File: config.mk
export PLATFORM = sky130hd
export DESIGN_NAME = cla_mod_sub_pipe_flat
export DESIGN_NICKNAME = d
export VERILOG_FILES = /design/src/rtl/cla_mod_sub_pipe_if.sv /design/src/rtl/cla_mod_sub_pipe.sv /design/src/flat_wrapper.sv
export SDC_FILE = /design/constraint.sdc
export NUM_CORES = 1
export LEC_CHECK = 0
export BUFFER_PORTS_ARGS = -buffer_cell sky130_fd_sc_hd__buf_2
export CORE_ASPECT_RATIO = 0.9
export CORE_UTILIZATION = 30
export CTS_CLUSTER_SIZE = 30
export DETAILED_ROUTE_END_ITERATION = 10
export GPL_ROUTABILITY_DRIVEN = 0
export MAX_ROUTING_LAYER = met4
export PLACE_DENSITY = 0.49
export SYNTH_ARGS = -nofsm -noshare
export SYNTH_HDL_FRONTEND = slang
export SYNTH_SLANG_ARGS = --single-unit
export TNS_END_PERCENT = 30
File: constraint.sdc
create_clock -name clk -period 3.7 [get_ports clk]
set_clock_uncertainty 0.15 [all_clocks]
set_input_delay 0 -clock clk [delete_from_list [all_inputs] [get_ports clk]]
set_output_delay 0 -clock clk [all_outputs]
set_load 0.05 [all_outputs]
File: src/rtl/cla_mod_sub_pipe_if.sv
// -----------------------------------------------------------------------------
// cla_mod_sub_pipe_if
//   Streaming bundle for the pipelined modular subtractor: the operand side
//   (valid/ready plus a_in/b_in) and the result side (valid/ready plus
//   diff_out/out_err).
//
//   Signals
//     in_valid   operand pair on a_in/b_in is valid
//     in_ready   subtractor accepts a pair this cycle
//     a_in       minuend, WIDTH bits
//     b_in       subtrahend, WIDTH bits
//     out_valid  diff_out/out_err valid
//     out_ready  downstream accepts the result this cycle
//     diff_out   (a_in - b_in) mod MODULUS
//     out_err    operand range flag (0 unless the range check is built in)
//
//   Modports
//     master  the side that produces operands and consumes results
//     slave   the subtractor itself
// -----------------------------------------------------------------------------
interface cla_mod_sub_pipe_if #(
  parameter int WIDTH = 16
);
  logic             in_valid;
  logic             in_ready;
  logic [WIDTH-1:0] a_in;
  logic [WIDTH-1:0] b_in;
  logic             out_valid;
  logic             out_ready;
  logic [WIDTH-1:0] diff_out;
  logic             out_err;

  modport master (
    output in_valid, a_in, b_in, out_ready,
    input  in_ready, out_valid, diff_out, out_err
  );

  modport slave (
    input  in_valid, a_in, b_in, out_ready,
    output in_ready, out_valid, diff_out, out_err
  );
endinterface

File: src/rtl/cla_mod_sub_pipe.sv
// -----------------------------------------------------------------------------
// cla_mod_sub_pipe
//   Pipelined modular subtractor: diff_out = (a_in - b_in) mod MODULUS for
//   operands in [0, MODULUS). Two register stages:
//     stage 1  raw = a_in + ~b_in + 1, brw = no carry out (a_in < b_in)
//     stage 2  diff = brw ? raw + MODULUS : raw   (mod 2**WIDTH)
//   Both adders are grouped carry-lookahead adders (GROUP bits per group,
//   group carries rippled between groups; the last group may be narrower).
//
//   Ports
//     clk   clock, rising edge
//     rst   synchronous active-high reset; clears both valids and diff_out
//     bus   cla_mod_sub_pipe_if.slave streaming bundle
//
//   Flow control: adv = !out_valid | out_ready moves the whole pipe; in_ready
//   is adv. Empty slots are not squeezed out, they move with the pipe.
//
//   Build option MODSUB_RANGE_CHK_EN: when defined, stage 1 also registers
//   (a_in >= MODULUS) | (b_in >= MODULUS) and the flag travels with its
//   result to out_err. When undefined, out_err is tied low.
// -----------------------------------------------------------------------------

// Grouped carry-lookahead adder: sum = x + y + cin.
module cla_mod_sub_pipe_cla #(
  parameter int WIDTH = 16,
  parameter int GROUP = 3
) (
  input  logic [WIDTH-1:0] x,
  input  logic [WIDTH-1:0] y,
  input  logic             cin,
  output logic [WIDTH-1:0] sum,
  output logic             cout
);
  localparam int NG = (WIDTH + GROUP - 1) / GROUP;

  logic [NG-1:0] grp_g;
  logic [NG-1:0] grp_p;
  logic [NG:0]   grp_c;

  genvar gi;
  generate
    for (gi = 0; gi < NG; gi++) begin : g_grp
      localparam int LO = gi * GROUP;
      localparam int GW = ((WIDTH - LO) < GROUP) ? (WIDTH - LO) : GROUP;

      logic [GW-1:0] bit_g;
      logic [GW-1:0] bit_p;
      logic [GW-1:0] bit_c;
      logic          g_acc;
      logic          p_acc;
      logic          c_run;

      assign bit_g = x[LO +: GW] & y[LO +: GW];
      assign bit_p = x[LO +: GW] ^ y[LO +: GW];

      // Group generate/propagate depend only on the operands, so the
      // inter-group carry chain never waits on carries inside a group.
      always_comb begin
        g_acc = 1'b0;
        p_acc = 1'b1;
        for (int k = 0; k < GW; k++) begin
          g_acc = bit_g[k] | (bit_p[k] & g_acc);
          p_acc = p_acc & bit_p[k];
        end
      end

      assign grp_g[gi] = g_acc;
      assign grp_p[gi] = p_acc;

      // Bit carries inside the group, expanded from the group carry-in.
      always_comb begin
        bit_c = '0;
        c_run = grp_c[gi];
        for (int k = 0; k < GW; k++) begin
          bit_c[k] = c_run;
          c_run    = bit_g[k] | (bit_p[k] & c_run);
        end
      end

      assign sum[LO +: GW] = bit_p ^ bit_c;
    end
  endgenerate

  // Group carries ripple from one group to the next.
  always_comb begin
    grp_c    = '0;
    grp_c[0] = cin;
    for (int i = 0; i < NG; i++) begin
      grp_c[i+1] = grp_g[i] | (grp_p[i] & grp_c[i]);
    end
  end

  assign cout = grp_c[NG];
endmodule

module cla_mod_sub_pipe #(
  parameter int               WIDTH   = 16,
  parameter logic [WIDTH-1:0] MODULUS = 16'd65521,
  parameter int               GROUP   = 3
) (
  input logic               clk,
  input logic               rst,
  cla_mod_sub_pipe_if.slave bus
);
  logic             adv;

  logic             s1_valid_reg;
  logic [WIDTH-1:0] raw_reg;
  logic             brw_reg;
  logic             out_valid_reg;
  logic [WIDTH-1:0] diff_reg;

  logic [WIDTH-1:0] raw_next;
  logic             s1_cout;
  logic [WIDTH-1:0] corr_addend;
  logic [WIDTH-1:0] diff_next;
  logic             corr_cout_unused;

  assign adv          = !out_valid_reg || bus.out_ready;
  assign bus.in_ready = adv;

  // Stage 1: two's-complement subtraction; a missing carry out means a < b.
  cla_mod_sub_pipe_cla #(
    .WIDTH (WIDTH),
    .GROUP (GROUP)
  ) u_sub (
    .x    (bus.a_in),
    .y    (~bus.b_in),
    .cin  (1'b1),
    .sum  (raw_next),
    .cout (s1_cout)
  );

  // Stage 2: add the modulus back after a borrow. The carry out of this add
  // is discarded on purpose, the wrap modulo 2**WIDTH is the intended result.
  assign corr_addend = brw_reg ? MODULUS : '0;

  cla_mod_sub_pipe_cla #(
    .WIDTH (WIDTH),
    .GROUP (GROUP)
  ) u_corr (
    .x    (raw_reg),
    .y    (corr_addend),
    .cin  (1'b0),
    .sum  (diff_next),
    .cout (corr_cout_unused)
  );

  always_ff @(posedge clk) begin
    if (rst) begin
      s1_valid_reg  <= 1'b0;
      raw_reg       <= '0;
      brw_reg       <= 1'b0;
      out_valid_reg <= 1'b0;
      diff_reg      <= '0;
    end else if (adv) begin
      s1_valid_reg  <= bus.in_valid;
      raw_reg       <= raw_next;
      brw_reg       <= !s1_cout;
      out_valid_reg <= s1_valid_reg;
      diff_reg      <= diff_next;
    end
  end

  assign bus.out_valid = out_valid_reg;
  assign bus.diff_out  = diff_reg;

`ifdef MODSUB_RANGE_CHK_EN
  logic s1_err_reg;
  logic out_err_reg;

  always_ff @(posedge clk) begin
    if (rst) begin
      s1_err_reg  <= 1'b0;
      out_err_reg <= 1'b0;
    end else if (adv) begin
      s1_err_reg  <= (bus.a_in >= MODULUS) || (bus.b_in >= MODULUS);
      out_err_reg <= s1_err_reg;
    end
  end

  assign bus.out_err = out_err_reg;
`else
  assign bus.out_err = 1'b0;
`endif
endmodule

File: src/flat_wrapper.sv
// flat-port wrapper written by rule: the top's interface ports become plain ports
module cla_mod_sub_pipe_flat 
#(
  parameter int               WIDTH   = 16,
  parameter logic [WIDTH-1:0] MODULUS = 16'd65521,
  parameter int               GROUP   = 3
)
  (clk, rst, bus_in_valid, bus_a_in, bus_b_in, bus_out_ready, bus_in_ready, bus_out_valid, bus_diff_out, bus_out_err);
  cla_mod_sub_pipe_if #(.WIDTH(WIDTH)) bus_i ();
  input logic clk;
  input logic rst;
  input wire logic [$bits(bus_i.in_valid)-1:0] bus_in_valid;
  input wire logic [$bits(bus_i.a_in)-1:0] bus_a_in;
  input wire logic [$bits(bus_i.b_in)-1:0] bus_b_in;
  input wire logic [$bits(bus_i.out_ready)-1:0] bus_out_ready;
  output wire logic [$bits(bus_i.in_ready)-1:0] bus_in_ready;
  output wire logic [$bits(bus_i.out_valid)-1:0] bus_out_valid;
  output wire logic [$bits(bus_i.diff_out)-1:0] bus_diff_out;
  output wire logic [$bits(bus_i.out_err)-1:0] bus_out_err;
  assign bus_i.in_valid = bus_in_valid;
  assign bus_i.a_in = bus_a_in;
  assign bus_i.b_in = bus_b_in;
  assign bus_i.out_ready = bus_out_ready;
  assign bus_in_ready = bus_i.in_ready;
  assign bus_out_valid = bus_i.out_valid;
  assign bus_diff_out = bus_i.diff_out;
  assign bus_out_err = bus_i.out_err;
  cla_mod_sub_pipe #(.WIDTH(WIDTH), .MODULUS(MODULUS), .GROUP(GROUP)) u_core (.clk(clk), .rst(rst), .bus(bus_i));
endmodule
Yosys cells after proc, flatten, opt, wreduce, memory -nomap -nowiden
Cells that the tools add are included.

Multiplexer cells: 1. Bitwise operators: 148. Reductions and logical operators: 3.

Operators with widths (count): $and 1x1->1 (65); $xor 3x3->3 (20); $or 1x1->1 (48); $and 3x3->3 (10); $mux 16 (1); $not 16->16 (1); $xor 1x1->1 (4); $logic_not 1->1 (2); $logic_or 1x1->1 (1).

Bits in registers: 35. Output and inout bits: 19. Word-level logic and storage cells: 157.

Logic depth before layout (Yosys ltp)
Gate-level depths: netlist of the first run.

Depth in word-level cells: 18. Depth in mapped cells: 13.

Cells and area by module
Synthesis of the first run repeated with hierarchy kept, for this count alone.

Cells, all modules: 321. Area total of the unflattened synthesis: 2975.4 µm².

Modules (own cells, without submodules): cla_mod_sub_pipe (instances 1, cells an instance 175, area each 1627.8 µm²); cla_mod_sub_pipe_cla at u_core.u_sub (instances 1, cells an instance 73, area each 674.4 µm²); cla_mod_sub_pipe_cla at u_core.u_corr (instances 1, cells an instance 73, area each 673.1 µm²).

Worst setup path after synthesis of the first run
OpenSTA, ideal clock, no wires.

Kind: register to register. Start: register u_core.brw_reg. End: register u_core.diff_reg[14] (netlist: u_core.bus.diff_out[14]). Arrival: 3.029 ns. Data required time: 3.464 ns. Slack: 0.435 ns. Stages on the path, launching flop included: 10. Path buffers: 0. Period minus slack after synthesis: 3.265 ns. Cells stage by stage: dfxtp_1 -> ha_1 -> a21o_1 -> a21oi_1 -> nor2b_1 -> o21ai_0 -> fa_1 -> fa_1 -> xnor2_1 -> a211oi_1.

Cells in the longest elaborated chain, start to end: 17. Elaborated cells between the ends (all ways): 43. Those cells by class: mux: 1; bitwise: 42.

Ends and longest elaborated chain: start: declaration (RTL line cla_mod_sub_pipe.sv:109) `logic brw_reg;`; start signal: assignment (RTL line cla_mod_sub_pipe.sv:159) `brw_reg <= !s1_cout;`; $mux 16 (*) (RTL line cla_mod_sub_pipe.sv:136) `assign corr_addend = brw_reg ? MODULUS : '0;`; $and 3x3->3 (RTL line cla_mod_sub_pipe.sv:53) `assign bit_g = x[LO +: GW] & y[LO +: GW];`; $and 1x1->1 (RTL line cla_mod_sub_pipe.sv:62) `g_acc = bit_g[k] | (bit_p[k] & g_acc);`; $or 1x1->1 (RTL line cla_mod_sub_pipe.sv:62); $and 1x1->1; $or 1x1->1; $and 1x1->1 (RTL line cla_mod_sub_pipe.sv:89) `grp_c[i+1] = grp_g[i] | (grp_p[i] & grp_c[i]);`; $or 1x1->1 (RTL line cla_mod_sub_pipe.sv:89); $and 1x1->1 (RTL line cla_mod_sub_pipe.sv:89); $or 1x1->1 (RTL line cla_mod_sub_pipe.sv:89); $and 1x1->1 (RTL line cla_mod_sub_pipe.sv:89); $or 1x1->1 (RTL line cla_mod_sub_pipe.sv:89); $and 1x1->1 (RTL line cla_mod_sub_pipe.sv:76) `c_run = bit_g[k] | (bit_p[k] & c_run);`; $or 1x1->1 (RTL line cla_mod_sub_pipe.sv:76); $and 1x1->1 (RTL line cla_mod_sub_pipe.sv:76); $or 1x1->1 (RTL line cla_mod_sub_pipe.sv:76); $xor 3x3->3 (*) (RTL line cla_mod_sub_pipe.sv:80) `assign sum[LO +: GW] = bit_p ^ bit_c;`; end signal: assignment (RTL line cla_mod_sub_pipe.sv:161) `diff_reg <= diff_next;`; end: declaration (RTL line cla_mod_sub_pipe.sv:111) `logic [WIDTH-1:0] diff_reg;`.

Every way passes the cells marked *; elsewhere a longest branch is shown, timed or not. A chain may end at the register's enable or synchronous reset.

Worst setup path after layout of the first run
Start: input port bus_a_in[0]. End: register u_core.raw_reg[13].

Cells in the longest elaborated chain, start to end: 15. Elaborated cells between the ends (all ways): 18. Those cells by class: bitwise: 18.

Ends and longest elaborated chain: start: declaration (RTL line flat_wrapper.sv:13) `input wire logic [$bits(bus_i.a_in)-1:0] bus_a_in;`; $and 3x3->3 (RTL line cla_mod_sub_pipe.sv:53); $and 1x1->1 (RTL line cla_mod_sub_pipe.sv:62); $or 1x1->1 (RTL line cla_mod_sub_pipe.sv:62); $and 1x1->1 (RTL line cla_mod_sub_pipe.sv:62); $or 1x1->1 (RTL line cla_mod_sub_pipe.sv:62); $or 1x1->1 (*) (RTL line cla_mod_sub_pipe.sv:89); $and 1x1->1 (*) (RTL line cla_mod_sub_pipe.sv:89); $or 1x1->1 (*) (RTL line cla_mod_sub_pipe.sv:89); $and 1x1->1 (*) (RTL line cla_mod_sub_pipe.sv:89); $or 1x1->1 (*) (RTL line cla_mod_sub_pipe.sv:89); $and 1x1->1 (*) (RTL line cla_mod_sub_pipe.sv:89); $or 1x1->1 (*) (RTL line cla_mod_sub_pipe.sv:89); $and 1x1->1 (*) (RTL line cla_mod_sub_pipe.sv:76); $or 1x1->1 (*) (RTL line cla_mod_sub_pipe.sv:76); $xor 3x3->3 (*) (RTL line cla_mod_sub_pipe.sv:80); end signal: assignment (RTL line cla_mod_sub_pipe.sv:158) `raw_reg <= raw_next;`; end: declaration (RTL line cla_mod_sub_pipe.sv:108) `logic [WIDTH-1:0] raw_reg;`.

Marked as above.

==> metrics.md, run 1 <==
| Metric | Value |
|---|---|
| GRT Total Usage | 12.4% |
| Slew margin rel. | 47.7% |
| Sequential area share after synthesis | 29.5% |
| Yosys top cell area share | roughly 30% |
| Synth Flop Type | dfxtp_1 |
| Max clock buf depth | 2 |
| Met2 routed wirelength | 1860 um |
| Synth area leader | dfxtp_1 |
| Final Setup Violations | 0 |
| Drc violations | 0 |
| Die Wd | roughly 96 um |
| CP Capture Point | u_core.raw_reg[13] |
| Post-synth EDFFs | 0 |
| Remaining Overflow, GRT | 0 |
| CTS H-tree lvls | 2 |
| Crit path launch type | input port |
| R2R setup slack | 0.47 ns |
| Lkg Pwr | approximately 1.5 nW |
| Pin count of the biggest net entering global routing | 52 |
| Initial Util | between 30 and 40% |
| Routed via count | around 1,900 |
| Routed wl met3 | 186 um |
| Ports | 55 |
| Root buffer cell | clkbuf_8 |
| Post-CTS Setup Inserts | 0 |
| Skew-Pair Late Insertion Delay | 0.28 ns |
| CP Data Required Time | roughly 3.7 ns |
| Final ANT Viol Nets | 0 |
| Top post-synthesis cells by count | 40 x nand2_1, 35 x dfxtp_1, 31 x ha_1, 28 x inv_1, 22 x a21oi_1 |
| Synth cell types | 30 |
| Vias per Instance | 4.43 |
| First-pass GRT wire length | 7870 um |
| Worst R2R Start | u_core.brw_reg |
| Core area | 7580 um2 |
| Post-route core utilization | between 30% and 40% |
| VDD IR max | roughly 0.00012 V |
| Rows | 30 |
| Cts repair resizes | 0 |
| Final Cycle Share | roughly 90% |
| P&R area growth vs syn | 24.1% |
| Pwr/cell area | around 400 nW/um2 |
| CTS tree | done |
| TNS Setup | 0 ns |
| Most numerous cell in the Yosys netlist | nand2_1 |
| Setup CP Type | input port to flop |
| Status | completed |
| Worst r2r path cells | 9 |
| Post-synth net total | ~350 |
| Reg area | ~700 um2 |
| Tmin final | 3.26 ns |
| Capturing point of the worst reg2reg path | u_core.bus.diff_out[14] |
| DR pass1 iterations | 4 |
| Fillcell total | around 790 |
| Top sig layer | met4 |
| Metal1 wirelength | 2430 um |
| Drt initial violations | 52 |
| CTS Hold Bufs | 14 |
| Share of cells above drive strength 1 | roughly 22% |
| Synthesized flop and latch total | 35 |
| WL per Instance | 10.6 um |
| N_diodes | 0 |
| Total Wirelength | 4500 um |
| Area contributors post-synth | dfxtp_1 30%, ha_1 16%, fa_1 14%, nand2_1 6.3%, a211oi_1 5.1% |
| CP Max Fanout | 2 |
| Crit path DAT | 3.31 ns |
| Die Y | 86.4 um |
| HP Start | bus_a_in[7] |
| I/O Buffers | 53 |
| Vias in the first global route | 1,811 |
| CP endpoint kind | flop |
| Fmax | 306 MHz |
| Worst Max-Slew Pin Slew | a little under 0.8 ns |
| Worst-path clk slew | 0.06 ns |
| Post-synthesis average cell area | slightly above 9 um2 |
| Final HPWL DP | 3460 um |
| Worst Hold Class | input port to flop |
| Final hold vios | 0 |
| Worst Setup SP | bus_a_in[0] |
| Max-Cap Viols | 0 |
| Synth async-reset ratio | 0% |
| Area of the multi-input gates | between 1500 and 2000 um2 |
| Initial antenna violation count | 0 |
| Ys Warns | 0 |
| Synthesized area | 2370 um2 |
| Synthesized instance count | 262 |
| Die ar. | 8270 um2 |
| RSZ-0062 raised after global routing | no |
| CTS Buf Count | 5 |
| Max Slew Vio Count | 0 |
| Nets@finish | between 400 and 500 |
| Clock sink count | 35 |
==> layer usage <==
| metal | track usage [%] | vias up |
|---|---|---|
| li1 | - | 996 |
| met1 | 17.1 | 835 |
| met2 | 18.5 | 42 |
| met3 | 2.46 | 2 |
| met4 | 3.66 | 0 |
| met5 | - | - |
==> final cells by class <==
| type | count | area share (%) |
|---|---|---|
| Multi-Input combinational cell | 186 | 51.4 |
| Sequential cell | 35 | 23.8 |
| Timing Repair Buffer | 69 | 14.3 |
| Tap cell | 96 | 4.08 |
| Inverter | 29 | 3.70 |
| Clock buffer | 7 | 2.59 |
| Clock inverter | 1 | 0.170 |
==> worst max-delay path, stage by stage <==
cell,delay (ns)
dlygate4sd3_1,0.53
buf_2,0.13
ha_1,0.30
o211ai_2,0.07
nand2_1,0.11
a221oi_2,0.10
o21a_2,0.25
o21ai_2,0.18
nand2_1,0.09
fa_1,0.38
fa_1,0.42
dlygate4sd3_1,0.56
a211oi_1,0.18
==> where the power goes <==
| group | switching [mW] | total (mW) | leakage, nW | internal (mW) |
|---|---|---|---|---|
| combinational | 0.266 | 0.442 | 1.19 | 0.176 |
| clock | 0.127 | 0.259 | 0.0422 | 0.132 |
| sequential | 0.0388 | 0.471 | 0.291 | 0.433 |
==> placed cells by master (no fill, tap or decap), drive strengths merged <==
master,count
dlygate4sd3,14
nor2b,2
nand4,1
ha,31
nor2,18
dfxtp,35
conb,1
nand2,40
a31oi,1
a21oi,26
inv,29
or2,1
nand3b,1
and3,2
nand3,4
a21o,8
clkinv,1
clkbuf,7
fa,17
a221oi,1
a211oi,17
o21ai,2
xnor2,11
o21a,1
buf,55
o211ai,1
==> metrics by stage <==
stage	worst slack (ns)	cell area (um2)	power, mW	hold WS, ns	cells
floorplan	0.435	2370	0.796	-0.00955	262
global placement	0.523	2720	0.901	0.104	401
detailed placement	0.462	2720	0.907	0.105	401
CTS	0.413	2940	1.20	0.000469	423
global route	0.222	2940	1.27	0.0197	423
finish	0.436	2940	1.17	0.00553	423
==> worst min path at each step <==
stage                          endpoint  slack (ns)  cells past startpoint
floorplan           u_core.s1_valid_reg       -0.01                      2
finish                u_core.raw_reg[7]       0.006                      4
detailed placement  u_core.s1_valid_reg        0.10                      3
global route          u_core.raw_reg[7]        0.02                      4
CTS                   u_core.raw_reg[7]      0.0005                      4
global placement    u_core.s1_valid_reg        0.10                      3
==> cells by family after synthesis <==
family / count (synthesis) / synth area share (%)
XOR/XNOR: 11 / 4.06
other: 1 / 0.158
AO/OA/AOI/OAI: 57 / 16.9
AND/OR/NAND/NOR: 69 / 11.9
flip-flops: 35 / 29.5
buffers and inverters: 41 / 6.75
adder cells (fa/ha/maj): 48 / 30.7
Power figures use the tool's default switching activity.
==> run 2: changes to the inputs <==
PLACE_DENSITY = 0.55   (was 0.49)
==> run 2 against run 1 <==
Effect of this change:
- maximum frequency is 2.1% higher
- combinational power about the same
- non-clock buffer count is 1 lower
- register-to-register slack better by 0.06 ns
- sequential power hardly changed
- total power rose by 3.6%
==> metrics.md, run 2 (synthesis gave the netlist of run 1 again) <==
| Metric | Value |
|---|---|
| Drc violations | 0 |
| Initial Util | 31.3% |
| Remaining Overflow, GRT | 0 |
| Final Setup Violations | 0 |
| Lkg Pwr | 1.52 nW |
| Share of cells above drive strength 1 | between 20% and 30% |
| P&R area growth vs syn | 24.4% |
| Fmax | about 310 MHz |
| WL per Instance | approximately 11 um |
| Max clock buf depth | 2 |
| VDD IR max | around 0.00014 V |
| Post-Place Cells | 401 |
| Cts repair resizes | 0 |
| Drt initial violations | 59 |
| Pin count of the biggest net entering global routing | 52 |
| Pwr/cell area | a little over 400 nW/um2 |
| CP Cell Sequence | dlygate4sd3_1, buf_2, ha_1, o211ai_2, nand2_1, a221oi_2, o21a_2, o21ai_2, a31oi_2, fa_1, dlygate4sd3_1, a211oi_1 |
| Core area | 7580 um2 |
| Max Slew Vio Count | 0 |
| CP Max Fanout | 2 |
| CTS Buf Count | 5 |
| Root buffer cell | clkbuf_8 |
| Final HPWL DP | 3520 um |
| N_diodes | 0 |
| I/O Buffers | 53 |
| Rows | 30 |
| CTS tree | done |
| Total power | between 1 and 1.5 mW |
| Crit path DAT | 3.25 ns |
| Vias per Instance | between 4 and 5 |
| Fillcell total | roughly 800 |
| Non-Filler Instances | 422 |
| DR pass1 iterations | 2 |
| Vias in the first global route | 1,891 |
| Skew-Pair Late Insertion Delay | 0.28 ns |
| Die Wd | 95.7 um |
| First-pass GRT wire length | just over 8000 um |
| RSZ-0062 raised after global routing | no |
| Max-Cap Viols | 0 |
| Die ar. | 8270 um2 |
| Nets@finish | 409 |
| Post-route core utilization | 38.9% |
| Post-CTS Setup Inserts | 0 |
| Most used cell, CP | dlygate4sd3_1 |
| Most frequent cells in the layout | 53 x buf_2, 40 x nand2_1, 35 x dfxtp_1, 31 x ha_1, 28 x inv_1 |
| GRT Total Usage | around an eighth |
| Worst-path clk slew | 0.07 ns |
| CP endpoint kind | flop |
| Slew margin rel. | between 40% and 50% |
| Final ANT Viol Nets | 0 |
| CTS Hold Bufs | 13 |
| Slowest cell on crit path | dlygate4sd3_1 |
| Tmin final | between 3 and 4 ns |
| Worst Max-Slew Pin Slew | 0.778 ns |
| Routed via count | 1,873 |
| Most common cell after layout, fill and taps aside | buf_2 |
| Final Cycle Share | 86.4% |
| Initial antenna violation count | 0 |
| CTS H-tree lvls | 2 |
| Die Y | 86.4 um |
| Crit path launch type | input port |
| Worst Hold Class | input port to flop |
| Clock sink count | 35 |
| Setup CP Type | input port to flop |
| TNS Setup | 0 ns |
| CP Data Required Time | 3.75 ns |
| Critical path's largest stage delay | 0.58 ns |
| Final worst slack | 0.502 ns |
| Status | completed |
| Final hold vios | 0 |
| Pre-CTS WS | 0.507 ns |
| Total Wirelength | 4600 um |
| Ports | 55 |
## run 2: metrics by stage
stage	hold WS (ns)	cell area [um2]
2_1_floorplan	-0.00955	2370
3_3_place_gp	0.106	2720
3_5_place_dp	0.105	2720
4_1_cts	0.000757	2950
5_1_grt	0.0305	2950
6_report	0.00206	2950
## run 2: area by class of cell
| type | count | area (um2) | share of cell area, % |
|---|---|---|---|
| inverter | 29 | 109 | 3.69 |
| sequential | 35 | 701 | 23.7 |
| clock buffer | 8 | 100 | 3.39 |
| multi-input combinational | 186 | 1510 | 51.2 |
| tap | 96 | 120 | 4.07 |
| timing repair buffer | 68 | 410 | 13.9 |
## run 2: metal layers
metal / vias up / routed length (um) / track usage, %
met5: - / 0 / -
met4: 0 / 24 / 3.66
met3: 2 / 195 / 2.81
met2: 39 / 2010 / 20.8
met1: 838 / 2370 / 17.1
li1: 994 / - / -
## run 2: worst paths after layout
kind                               start                      end  slack (ns)  cells after the start
setup reg to reg          u_core.brw_reg  u_core.bus.diff_out[14]        0.53                      9
hold / removal               bus_a_in[3]        u_core.raw_reg[3]       0.002                      4
hold reg to reg   u_core.bus.diff_out[6]   u_core.bus.diff_out[6]        0.30                      2
setup / recovery             bus_a_in[0]       u_core.raw_reg[15]        0.50                     12
## run 2: power breakdown
part           switching (mW)  leakage [nW]  internal, mW
combinational           0.268          1.18         0.173
clock                   0.133        0.0515         0.170
sequential             0.0389         0.291         0.433
## run 2: worst max-delay path, delay by kind of cell
family / cells / cell delay (ns)
buffers and inverters: 3 / 1.25
AND/OR/NAND/NOR: 1 / 0.11
AO/OA/AOI/OAI: 6 / 1.17
adder cells (fa/ha/maj): 2 / 0.73
==> run 3: changes to the inputs <==
clock period = 3.45 ns   (was 3.7 ns; I/O delays follow)
==> run 3 against run 2 <==
Effect of this change:
- flip-flop and latch count did not move
- clock power down 7.9%
- hold slack improved by 0.0047 ns
- die area did not move
- non-clock buffer count grew 1
- sequential power increased by 7.0%
- critical path type unchanged
- largest cell class unchanged
- highest routed layer unchanged
==> metrics.md, run 3 (synthesis gave the netlist of run 1 again) <==
| Metric | Value |
|---|---|
| Status | completed |
| Drc violations | 0 |
| Reg area | 701 um2 |
| Lkg Pwr | 1.52 nW |
| Most common cell after layout, fill and taps aside | buf_2 |
| Cell Area, Placed | about 2700 um2 |
| Skew-Pair Late Insertion Delay | 0.28 ns |
| Worst Max-Slew Pin Slew | 0.776 ns |
| Post-CTS Setup Inserts | 0 |
| Fmax | 308 MHz |
| VDD IR max | between 0.0001 and 0.00015 V |
| Core area | 7580 um2 |
| Die Wd | about 96 um |
| Final worst slack | 0.204 ns |
| Initial Util | 31.3% |
| CTS tree | done |
| CTS Buf Count | 5 |
| CP endpoint kind | flop |
| Worst r2r path cells | 9 |
| First-pass GRT wire length | 8150 um |
| Ports | 55 |
| Fillcell total | 811 |
| Nets@finish | between 400 and 500 |
| N_diodes | 0 |
| Final Setup Violations | 0 |
| Max Slew Vio Count | 0 |
| WL per Instance | around 11 um |
| Crit path DAT | 3.29 ns |
| P&R area growth vs syn | 24.1% |
| Final hold vios | 0 |
| Remaining Overflow, GRT | 0 |
| Initial antenna violation count | 0 |
| DR pass1 iterations | 4 |
| Final HPWL DP | 3590 um |
| Root buffer cell | clkbuf_8 |
| RSZ-0062 raised after global routing | no |
| R2R setup slack | between 0.3 and 0.4 ns |
| TNS Setup | 0 ns |
| Most frequent cells in the layout | 53 x buf_2, 39 x nand2_1, 35 x dfxtp_1, 31 x ha_1, 28 x inv_1 |
| Non-Filler Instances | 423 |
| Pre-CTS WS | around 0.39 ns |
| Capturing point of the worst reg2reg path | u_core.bus.diff_out[14] |
| Tmin final | 3.25 ns |
| Final ANT Viol Nets | 0 |
| Worst Hold Class | input port to flop |
| Pwr/cell area | 427 nW/um2 |
| HP Start | bus_a_in[12] |
| Routed via count | 1,861 |
| GRT Total Usage | 12.9% |
| Worst Setup SP | bus_a_in[0] |
| CP Capture Point | u_core.raw_reg[13] |
| CTS H-tree lvls | 2 |
| I/O Buffers | 53 |
| Post-Place Cells | between 400 and 500 |
| Clock sink count | 35 |
| Die ar. | 8270 um2 |
| Slew margin rel. | 48.2% |
| Final Cycle Share | 94.1% |
| Vias per Instance | 4.40 |
| Die Y | 86.4 um |
| Max-Cap Viols | 0 |
| Crit path launch type | input port |
| CP Data Required Time | around 3.5 ns |
| Design area | 2940 um2 |
| Setup CP Type | input port to flop |
| Area of the multi-input gates | between 1500 and 2000 um2 |
| Total power | approximately 1.3 mW |
| Vias in the first global route | roughly 1,900 |
| Worst-path clk slew | 0.07 ns |
| Total Wirelength | 4620 um |
| Worst R2R Start | u_core.brw_reg |
| Rows | 30 |
| Share of cells above drive strength 1 | 22.9% |
| Max clock buf depth | 2 |
| Drt initial violations | 75 |
| CP Max Fanout | 2 |
| Pin count of the biggest net entering global routing | 52 |
[run 3: cell count changes in the layout (fill, tap and decap cells not counted)]
| cell | change |
|---|---|
| clkinv_2 | +1 |
| buf_4 | +1 |
| clkbuf_1 | +1 |
| nand2_1 | -1 |
| nand2_2 | +1 |
| clkbuf_8 | -2 |
[run 3: how the worst min path moves through the flow]
stage / endpoint / depth (start not counted)
after detailed placement: u_core.s1_valid_reg / 3
after global routing: u_core.raw_reg[12] / 4
final: u_core.raw_reg[12] / 4
after global placement: u_core.s1_valid_reg / 3
after CTS: u_core.raw_reg[9] / 4
after floorplan: u_core.s1_valid_reg / 2
[run 3: final cells by class]
cell class | instances | share of cell area [%]
Clock buffer | 7 | 2.59
Clock inverter | 1 | 0.170
Inverter | 29 | 3.70
Multi-Input combinational cell | 186 | 51.4
Sequential cell | 35 | 23.8
Tap cell | 96 | 4.08
Timing Repair Buffer | 69 | 14.2
[run 3: stage by stage]
| step | hold slack, ns | utilization (%) |
|---|---|---|
| 6_report | 0.00676 | 38.8 |
| 5_1_grt | 0.0158 | 38.8 |
| 4_1_cts | 0.00729 | 38.8 |
| 3_5_place_dp | 0.104 | 36.0 |
| 3_3_place_gp | 0.110 | 36.0 |
| 2_1_floorplan | -0.00955 | - |
[run 3: layer usage]
metal | global-route usage (%) | share of wire [%] | vias up | wire length, um
li1 | - | - | 992 | -
met1 | 16.8 | 51 | 826 | 2380
met2 | 20.5 | 43 | 41 | 1990
met3 | 2.81 | 5.0 | 2 | 232
met4 | 2.85 | 0.41 | 0 | 19
met5 | - | 0 | - | 0
[run 3: power breakdown]
part           leakage (nW)  internal [mW]  total [mW]  switching, mW
clock                0.0422          0.142       0.279          0.137
combinational          1.19          0.186       0.475          0.289
sequential            0.291          0.464       0.504         0.0398
[run 3: worst max-delay path, cell delays in order]
cell           delay, ns
dlygate4sd3_1       0.54
buf_2               0.13
ha_1                0.30
o211ai_2            0.08
nand2_2             0.09
a221oi_2            0.08
o21a_2              0.25
o21ai_2             0.17
nand2_1             0.09
fa_1                0.39
fa_1                0.43
dlygate4sd3_1       0.56
a211oi_1            0.18
[run 3: timing repair]
action / CTS / global route
hold buffers: 13 / 0
setup endpoints to repair: 0 / 1
resized for setup: 0 / 1
endpoints found under the hold margin: 10 / 0
